===== src/rtl/axis_sink_controller_pkg.sv =====
// Shared types and helpers for the AXI-stream sink controller.
package axis_sink_controller_pkg;

   typedef enum logic [1:0] {
      ALWAYS   = 2'd0,
      PERIODIC = 2'd1,
      RANDOM   = 2'd2
   } sink_mode_t;

   typedef enum logic [1:0] {
      IDLE    = 2'd0,
      RUN     = 2'd1,
      DONE    = 2'd2,
      TIMEOUT = 2'd3
   } sink_state_t;

   // Galois form of x^16 + x^14 + x^13 + x^11 + 1, shifting right
   localparam logic [15:0] LFSR16_POLY = 16'hB400;

   function automatic logic [15:0] lfsr16_step(input logic [15:0] cur);
      lfsr16_step = {1'b0, cur[15:1]} ^ (cur[0] ? LFSR16_POLY : 16'h0000);
   endfunction

endpackage


===== src/rtl/axis_sink_controller_if.sv =====
// Monitored AXI-stream link: producer drives valid/data, the sink drives ready.
interface axis_sink_controller_if #(
   parameter int DATA_WIDTH = 10
);
   logic                  valid;
   logic [DATA_WIDTH-1:0] data;
   logic                  ready;

   modport master (output valid, output data, input ready);
   modport slave  (input valid, input data, output ready);
endinterface


===== src/rtl/axis_sink_controller_ready_pattern_gen.sv =====
// Back-pressure pattern source: phase counter, LFSR and mode select producing the next ready value.
module ready_pattern_gen
   import axis_sink_controller_pkg::*;
#(
   parameter int          MODE            = 0,
   parameter int          READY_PERIOD    = 4,
   parameter int          READY_HIGH      = 2,
   parameter int          READY_THRESHOLD = 128,
   parameter logic [15:0] LFSR_SEED       = 16'hACE1
) (
   input  logic clk,
   input  logic rst,
   input  logic i_enable,
   input  logic i_restart,
   output logic o_ready_next
);

   localparam int                 PHASE_W    = $clog2(READY_PERIOD + 1);
   localparam logic [PHASE_W-1:0] PHASE_LAST = PHASE_W'(READY_PERIOD - 1);
   localparam logic [PHASE_W-1:0] HIGH_CMP   = PHASE_W'(READY_HIGH);
   localparam logic [8:0]         THR_CMP    = 9'(READY_THRESHOLD);
   localparam sink_mode_t         MODE_E     = sink_mode_t'(MODE[1:0]);

   logic [PHASE_W-1:0] r_phase;
   logic [PHASE_W-1:0] w_phase_eff;
   logic [PHASE_W-1:0] w_phase_nxt;
   logic [15:0]        r_lfsr;
   logic [15:0]        w_lfsr_eff;

   // A restart evaluates the pattern from its initial point in the same cycle it is loaded
   always_comb begin
      w_phase_eff = i_restart ? '0 : r_phase;
      w_lfsr_eff  = i_restart ? LFSR_SEED : r_lfsr;
      w_phase_nxt = (w_phase_eff == PHASE_LAST) ? '0 : w_phase_eff + PHASE_W'(1);
      case (MODE_E)
         ALWAYS:   o_ready_next = 1'b1;
         PERIODIC: o_ready_next = (w_phase_eff < HIGH_CMP);
         RANDOM:   o_ready_next = ({1'b0, w_lfsr_eff[7:0]} < THR_CMP);
         default:  o_ready_next = 1'b0;
      endcase
   end

   always_ff @(posedge clk or negedge rst) begin
      if (!rst) begin
         r_phase <= '0;
         r_lfsr  <= LFSR_SEED;
      end else if (i_enable || i_restart) begin
         r_phase <= w_phase_nxt;
         r_lfsr  <= lfsr16_step(w_lfsr_eff);
      end
   end

endmodule


===== src/rtl/axis_sink_controller.sv =====
// AXI-stream sink controller: programmable back-pressure, beat counting, completion,
// stall watchdog and producer-side handshake checking.
module axis_sink_controller
   import axis_sink_controller_pkg::*;
#(
   parameter int          DATA_WIDTH      = 10,
   parameter int          EXPECTED_COUNT  = 1024,
   parameter int          MODE            = 0,
   parameter int          READY_PERIOD    = 4,
   parameter int          READY_HIGH      = 2,
   parameter int          READY_THRESHOLD = 128,
   parameter logic [15:0] LFSR_SEED       = 16'hACE1,
   parameter int          TIMEOUT_CYCLES  = 4096
) (
   input  logic                  clk,
   input  logic                  rst,
   input  logic                  i_start,
   axis_sink_controller_if.slave s_axis,
   output logic                  o_busy,
   output logic                  o_done,
   output logic                  o_timeout,
   output logic                  o_protocol_error,
   output logic [31:0]           o_beat_count
);

   localparam logic [31:0] EXP_CNT     = 32'(EXPECTED_COUNT);
   localparam logic [31:0] TIMEOUT_CNT = 32'(TIMEOUT_CYCLES);

   sink_state_t           r_state;
   sink_state_t           w_state_nxt;
   logic                  r_ready;
   logic                  r_done;
   logic                  r_timeout;
   logic                  r_protocol_error;
   logic [31:0]           r_beat_count;
   logic [31:0]           r_watchdog;
   logic                  r_stall;
   logic [DATA_WIDTH-1:0] r_data;

   logic                  w_in_run;
   logic                  w_transfer;
   logic                  w_last;
   logic                  w_expire;
   logic [31:0]           w_wd_inc;
   logic                  w_start_run;
   logic                  w_gen_enable;
   logic                  w_ready_next;
   logic                  w_violation;

   assign w_in_run    = (r_state == RUN);
   assign w_transfer  = s_axis.valid & r_ready;
   assign w_last      = w_transfer && ((r_beat_count + 32'd1) == EXP_CNT);
   assign w_wd_inc    = r_watchdog + 32'd1;
   // A transfer in the expiry cycle wins over the watchdog
   assign w_expire    = !w_transfer && (w_wd_inc >= TIMEOUT_CNT);
   assign w_violation = r_stall && (!s_axis.valid || (s_axis.data != r_data));

   always_ff @(posedge clk or negedge rst) begin
      if (!rst) r_state <= IDLE;
      else      r_state <= w_state_nxt;
   end

   always_comb begin
      w_state_nxt  = r_state;
      w_start_run  = 1'b0;
      w_gen_enable = 1'b0;
      case (r_state)
         IDLE, DONE, TIMEOUT: begin
            if (i_start) begin
               w_state_nxt = RUN;
               w_start_run = 1'b1;
            end
         end
         RUN: begin
            if (w_last)        w_state_nxt = DONE;
            else if (w_expire) w_state_nxt = TIMEOUT;
            else               w_gen_enable = 1'b1;
         end
         default: w_state_nxt = IDLE;
      endcase
   end

   ready_pattern_gen #(
      .MODE            (MODE),
      .READY_PERIOD    (READY_PERIOD),
      .READY_HIGH      (READY_HIGH),
      .READY_THRESHOLD (READY_THRESHOLD),
      .LFSR_SEED       (LFSR_SEED)
   ) u_ready_gen (
      .clk          (clk),
      .rst          (rst),
      .i_enable     (w_gen_enable),
      .i_restart    (w_start_run),
      .o_ready_next (w_ready_next)
   );

   always_ff @(posedge clk or negedge rst) begin
      if (!rst) begin
         r_ready          <= 1'b0;
         r_done           <= 1'b0;
         r_timeout        <= 1'b0;
         r_protocol_error <= 1'b0;
         r_beat_count     <= 32'd0;
         r_watchdog       <= 32'd0;
         r_stall          <= 1'b0;
         r_data           <= '0;
      end else begin
         r_ready <= (w_state_nxt == RUN) ? w_ready_next : 1'b0;
         r_stall <= w_in_run & s_axis.valid & ~r_ready;
         r_data  <= s_axis.data;
         if (w_start_run) begin
            r_done           <= 1'b0;
            r_timeout        <= 1'b0;
            r_protocol_error <= 1'b0;
            r_beat_count     <= 32'd0;
            r_watchdog       <= 32'd0;
         end else if (w_in_run) begin
            if (w_transfer) begin
               r_beat_count <= r_beat_count + 32'd1;
               r_watchdog   <= 32'd0;
            end else begin
               r_watchdog   <= w_wd_inc;
            end
            if (w_last)      r_done           <= 1'b1;
            if (w_expire)    r_timeout        <= 1'b1;
            if (w_violation) r_protocol_error <= 1'b1;
         end
      end
   end

   assign s_axis.ready     = r_ready;
   assign o_busy           = w_in_run;
   assign o_done           = r_done;
   assign o_timeout        = r_timeout;
   assign o_protocol_error = r_protocol_error;
   assign o_beat_count     = r_beat_count;

endmodule


===== src/flat_wrapper.sv =====
// flat-port wrapper written by rule: the top's interface ports become plain ports
module axis_sink_controller_flat import axis_sink_controller_pkg::*;
#(
   parameter int          DATA_WIDTH      = 10,
   parameter int          EXPECTED_COUNT  = 1024,
   parameter int          MODE            = 0,
   parameter int          READY_PERIOD    = 4,
   parameter int          READY_HIGH      = 2,
   parameter int          READY_THRESHOLD = 128,
   parameter logic [15:0] LFSR_SEED       = 16'hACE1,
   parameter int          TIMEOUT_CYCLES  = 4096
)
  (clk, rst, i_start, o_busy, o_done, o_timeout, o_protocol_error, o_beat_count, s_axis_valid, s_axis_data, s_axis_ready);
  axis_sink_controller_if #(.DATA_WIDTH(DATA_WIDTH)) s_axis_i ();
  input  logic clk;
  input  logic rst;
  input  logic i_start;
  output logic o_busy;
  output logic o_done;
  output logic o_timeout;
  output logic o_protocol_error;
  output logic [31:0] o_beat_count;
  input wire logic [$bits(s_axis_i.valid)-1:0] s_axis_valid;
  input wire logic [$bits(s_axis_i.data)-1:0] s_axis_data;
  output wire logic [$bits(s_axis_i.ready)-1:0] s_axis_ready;
  assign s_axis_i.valid = s_axis_valid;
  assign s_axis_i.data = s_axis_data;
  assign s_axis_ready = s_axis_i.ready;
  axis_sink_controller #(.DATA_WIDTH(DATA_WIDTH), .EXPECTED_COUNT(EXPECTED_COUNT), .MODE(MODE), .READY_PERIOD(READY_PERIOD), .READY_HIGH(READY_HIGH), .READY_THRESHOLD(READY_THRESHOLD), .LFSR_SEED(LFSR_SEED), .TIMEOUT_CYCLES(TIMEOUT_CYCLES)) u_core (.clk(clk), .rst(rst), .i_start(i_start), .s_axis(s_axis_i), .o_busy(o_busy), .o_done(o_done), .o_timeout(o_timeout), .o_protocol_error(o_protocol_error), .o_beat_count(o_beat_count));
endmodule

===== config.mk =====
export PLATFORM = sky130hd
export DESIGN_NAME = axis_sink_controller_flat
export DESIGN_NICKNAME = d
export VERILOG_FILES = /design/src/rtl/axis_sink_controller_pkg.sv /design/src/rtl/axis_sink_controller_if.sv /design/src/rtl/axis_sink_controller_ready_pattern_gen.sv /design/src/rtl/axis_sink_controller.sv /design/src/flat_wrapper.sv
export SDC_FILE = /design/constraint.sdc
export NUM_CORES = 1
export LEC_CHECK = 0
export ABC_CLOCK_PERIOD_IN_PS = 8000
export BUFFER_PORTS_ARGS = -buffer_cell sky130_fd_sc_hd__buf_2
export CAP_MARGIN = 25
export CELL_PAD_IN_SITES_DETAIL_PLACEMENT = 1
export CELL_PAD_IN_SITES_GLOBAL_PLACEMENT = 1
export CORE_MARGIN = 2
export CORE_UTILIZATION = 49
export CTS_CLUSTER_DIAMETER = 150
export DETAILED_ROUTE_END_ITERATION = 10
export HOLD_SLACK_MARGIN = 0.03
export PLACE_DENSITY_LB_ADDON = 0.12
export SYNTH_ARGS = -nofsm -noshare
export SYNTH_HDL_FRONTEND = slang
export SYNTH_HIERARCHICAL = 1
export SYNTH_SLANG_ARGS = --single-unit

===== constraint.sdc =====
create_clock -name clk -period 8 [get_ports clk]
set_clock_uncertainty 0.2 [all_clocks]
set_input_delay 1.6 -clock clk [delete_from_list [all_inputs] [get_ports clk]]
set_output_delay 1.6 -clock clk [all_outputs]
set_load 0.005 [all_outputs]

==> impl_metrics.toml <==
[status]
status = "finished clean"

[global_routing]
grt_max_degree = 82
grt_pass1_wl_um = 25000
overflow = 0
track_usage_pct = 27.9
antenna_found_initial = 0
grt_pass1_vias = 4932

[floorplanning]
num_rows = 36
ios = 51
coreArea_sq_um = 9820
die_w_um = 105
initial_core_util_pct = 50.9
die_h_um = 105
dieArea_sq_um = 11000

[route]
wire_per_inst_um = 19.4
vias = 4758
drc = 0
drtIter0Drc = 211
routed_via_density = 6.29
wl_um = 14700
dr.pass1.iters = 4
ant_nets = 0

[critical_path]
max_stage_delay_ns = 0.57
crit_fanout = 8
path_cells = "ha_1, nand4_1, nor4_1, xor2_1, or4_1, nor4_1, nand4_1, nor2_1, nor3_1"
crit_slowest_cell = "nor4_1"
crit_type = "flip-flop to flip-flop"
critPathTopFamily = "simple AND/OR/NAND/NOR gates"
arrival_ns = 3.43
start_kind = "flip-flop"
critPathCaptureType = "flip-flop"
cp.required_ns = 8.03
worst-path-buf-inv = 0

[clock_tree]
clockBufferDepth = 2
cts_setup_buffers = 0
cts_sinks = 81
postCtsHoldBufs = 0
clk_latency_ns = 0.35
h-tree-depth = 3
cts_tree = "done"
cts_resized = 0
cts-root-buf = "clkbuf_8"
cts.clk_slew.worst_paths_ns = 0.08
cts_buffers = 9

[power]
ir_drop_mv = 0.0990
p_per_area_nw_per_um2 = 159
leakage_nw = 2.29
power.total_uw = 880

[worst_hold_path]
hold_class = "flip-flop to flip-flop"

[synthesis]
syn_avg_cell_area_sq_um = 8.48
synthesis.instances = 589
syn_nets = 606
yosysWarnings = 6
synth_area_sq_um = 4990

[timing]
final_hold_viol_count = 0
setup_tns_ns = 0
min_period_ns = 3.40
slew_viol_final = 0
max_slew_margin_pct = 35.8
tightest_slew_ns = 0.961
rsz0062_at_grt = "false"
fin_crit_sh_pct = 42.5
final-setup-viol-count = 0
maxClockFrequency_mhz = 294

[finish]
syn_to_final_growth_pct = 10.6
final_cells = 757
antenna_cells = 0
final_common_cell = "dfrtp_1"
fin_util_pct = 56.2
final_cell_mix = "dfrtp_1, o21ai_0, nand2_1, buf_2, nor2_1"
drive_above_1_share_pct = 14.3
nets = 636

[placed_design]
gp_congestion = 0.844
dp_cells = 740
portBuffers = 50
hpwl_um = 10100

[flow_run]
cap_violations = 0
cell type report:
class,count,area [sq um]
Fill cell,1246,4300
Multi-Input combinational cell,460,2770
Sequential cell,81,2030
Timing Repair Buffer,59,340
Tap cell,133,166
Clock buffer,13,149
Clock inverter,3,40.0
Inverter,8,30.0
where the power goes:
part / switching, mW / internal (mW) / leakage [nW]
logic: 0.0636 / 0.0438 / 1.10
registers: 0.0392 / 0.430 / 1.08
clock network: 0.150 / 0.153 / 0.0974
through the flow:
step	hold slack, ns	area, sq um	setup slack, ns
3_5_place_dp	0.282	5310	4.25
3_3_place_gp	0.258	5310	4.34
6_report	0.292	5520	4.60
2_1_floorplan	0.250	4990	4.61
5_1_grt	0.326	5520	4.29
4_1_cts	0.300	5500	4.63
routing by layer:
layer / up-vias / wire length [um] / GRT usage, %
met3: 20 / 535 / 4.30
met1: 2403 / 6060 / 34.2
met4: 0 / 288 / 9.43
met5: - / 0 / 0
li1: 2247 / - / -
met2: 88 / 7830 / 49.7
final timing paths:
check / start / end / slack [ns] / cells after the start
setup / recovery: u_core/o_beat_count[0] / u_core/s_axis.ready / 4.60 / 9
hold / removal: u_core/o_timeout / u_core/o_timeout / 0.29 / 1
setup reg to reg: u_core/o_beat_count[0] / u_core/s_axis.ready / 4.60 / 9
hold reg to reg: u_core/o_timeout / u_core/o_timeout / 0.29 / 1
max in group asynchronous: rst / u_core/r_watchdog[9] / 6.10 / 2
min in group asynchronous: rst / u_core/o_beat_count[13] / 0.90 / 1
worst reg2reg max path, delay by kind of cell (launching register included):
kind | cells | cell delay, ns
fa+ha+maj | 1 | 0.33
simple gates | 7 | 2.11
flops | 1 | 0.48
xor+xnor | 1 | 0.16
sequential cells by signal, indices dropped and copies added (netlist names):
signal	count
u_core/o_protocol_error	1
u_core/o_beat_count	32
u_core/r_watchdog	32
u_core/s_axis.ready	1
u_core/o_timeout	1
u_core/r_data	10
u_core/r_state	2
u_core/o_done	1
u_core/r_stall	1
Note: power is estimated with default switching activity, not from simulation.
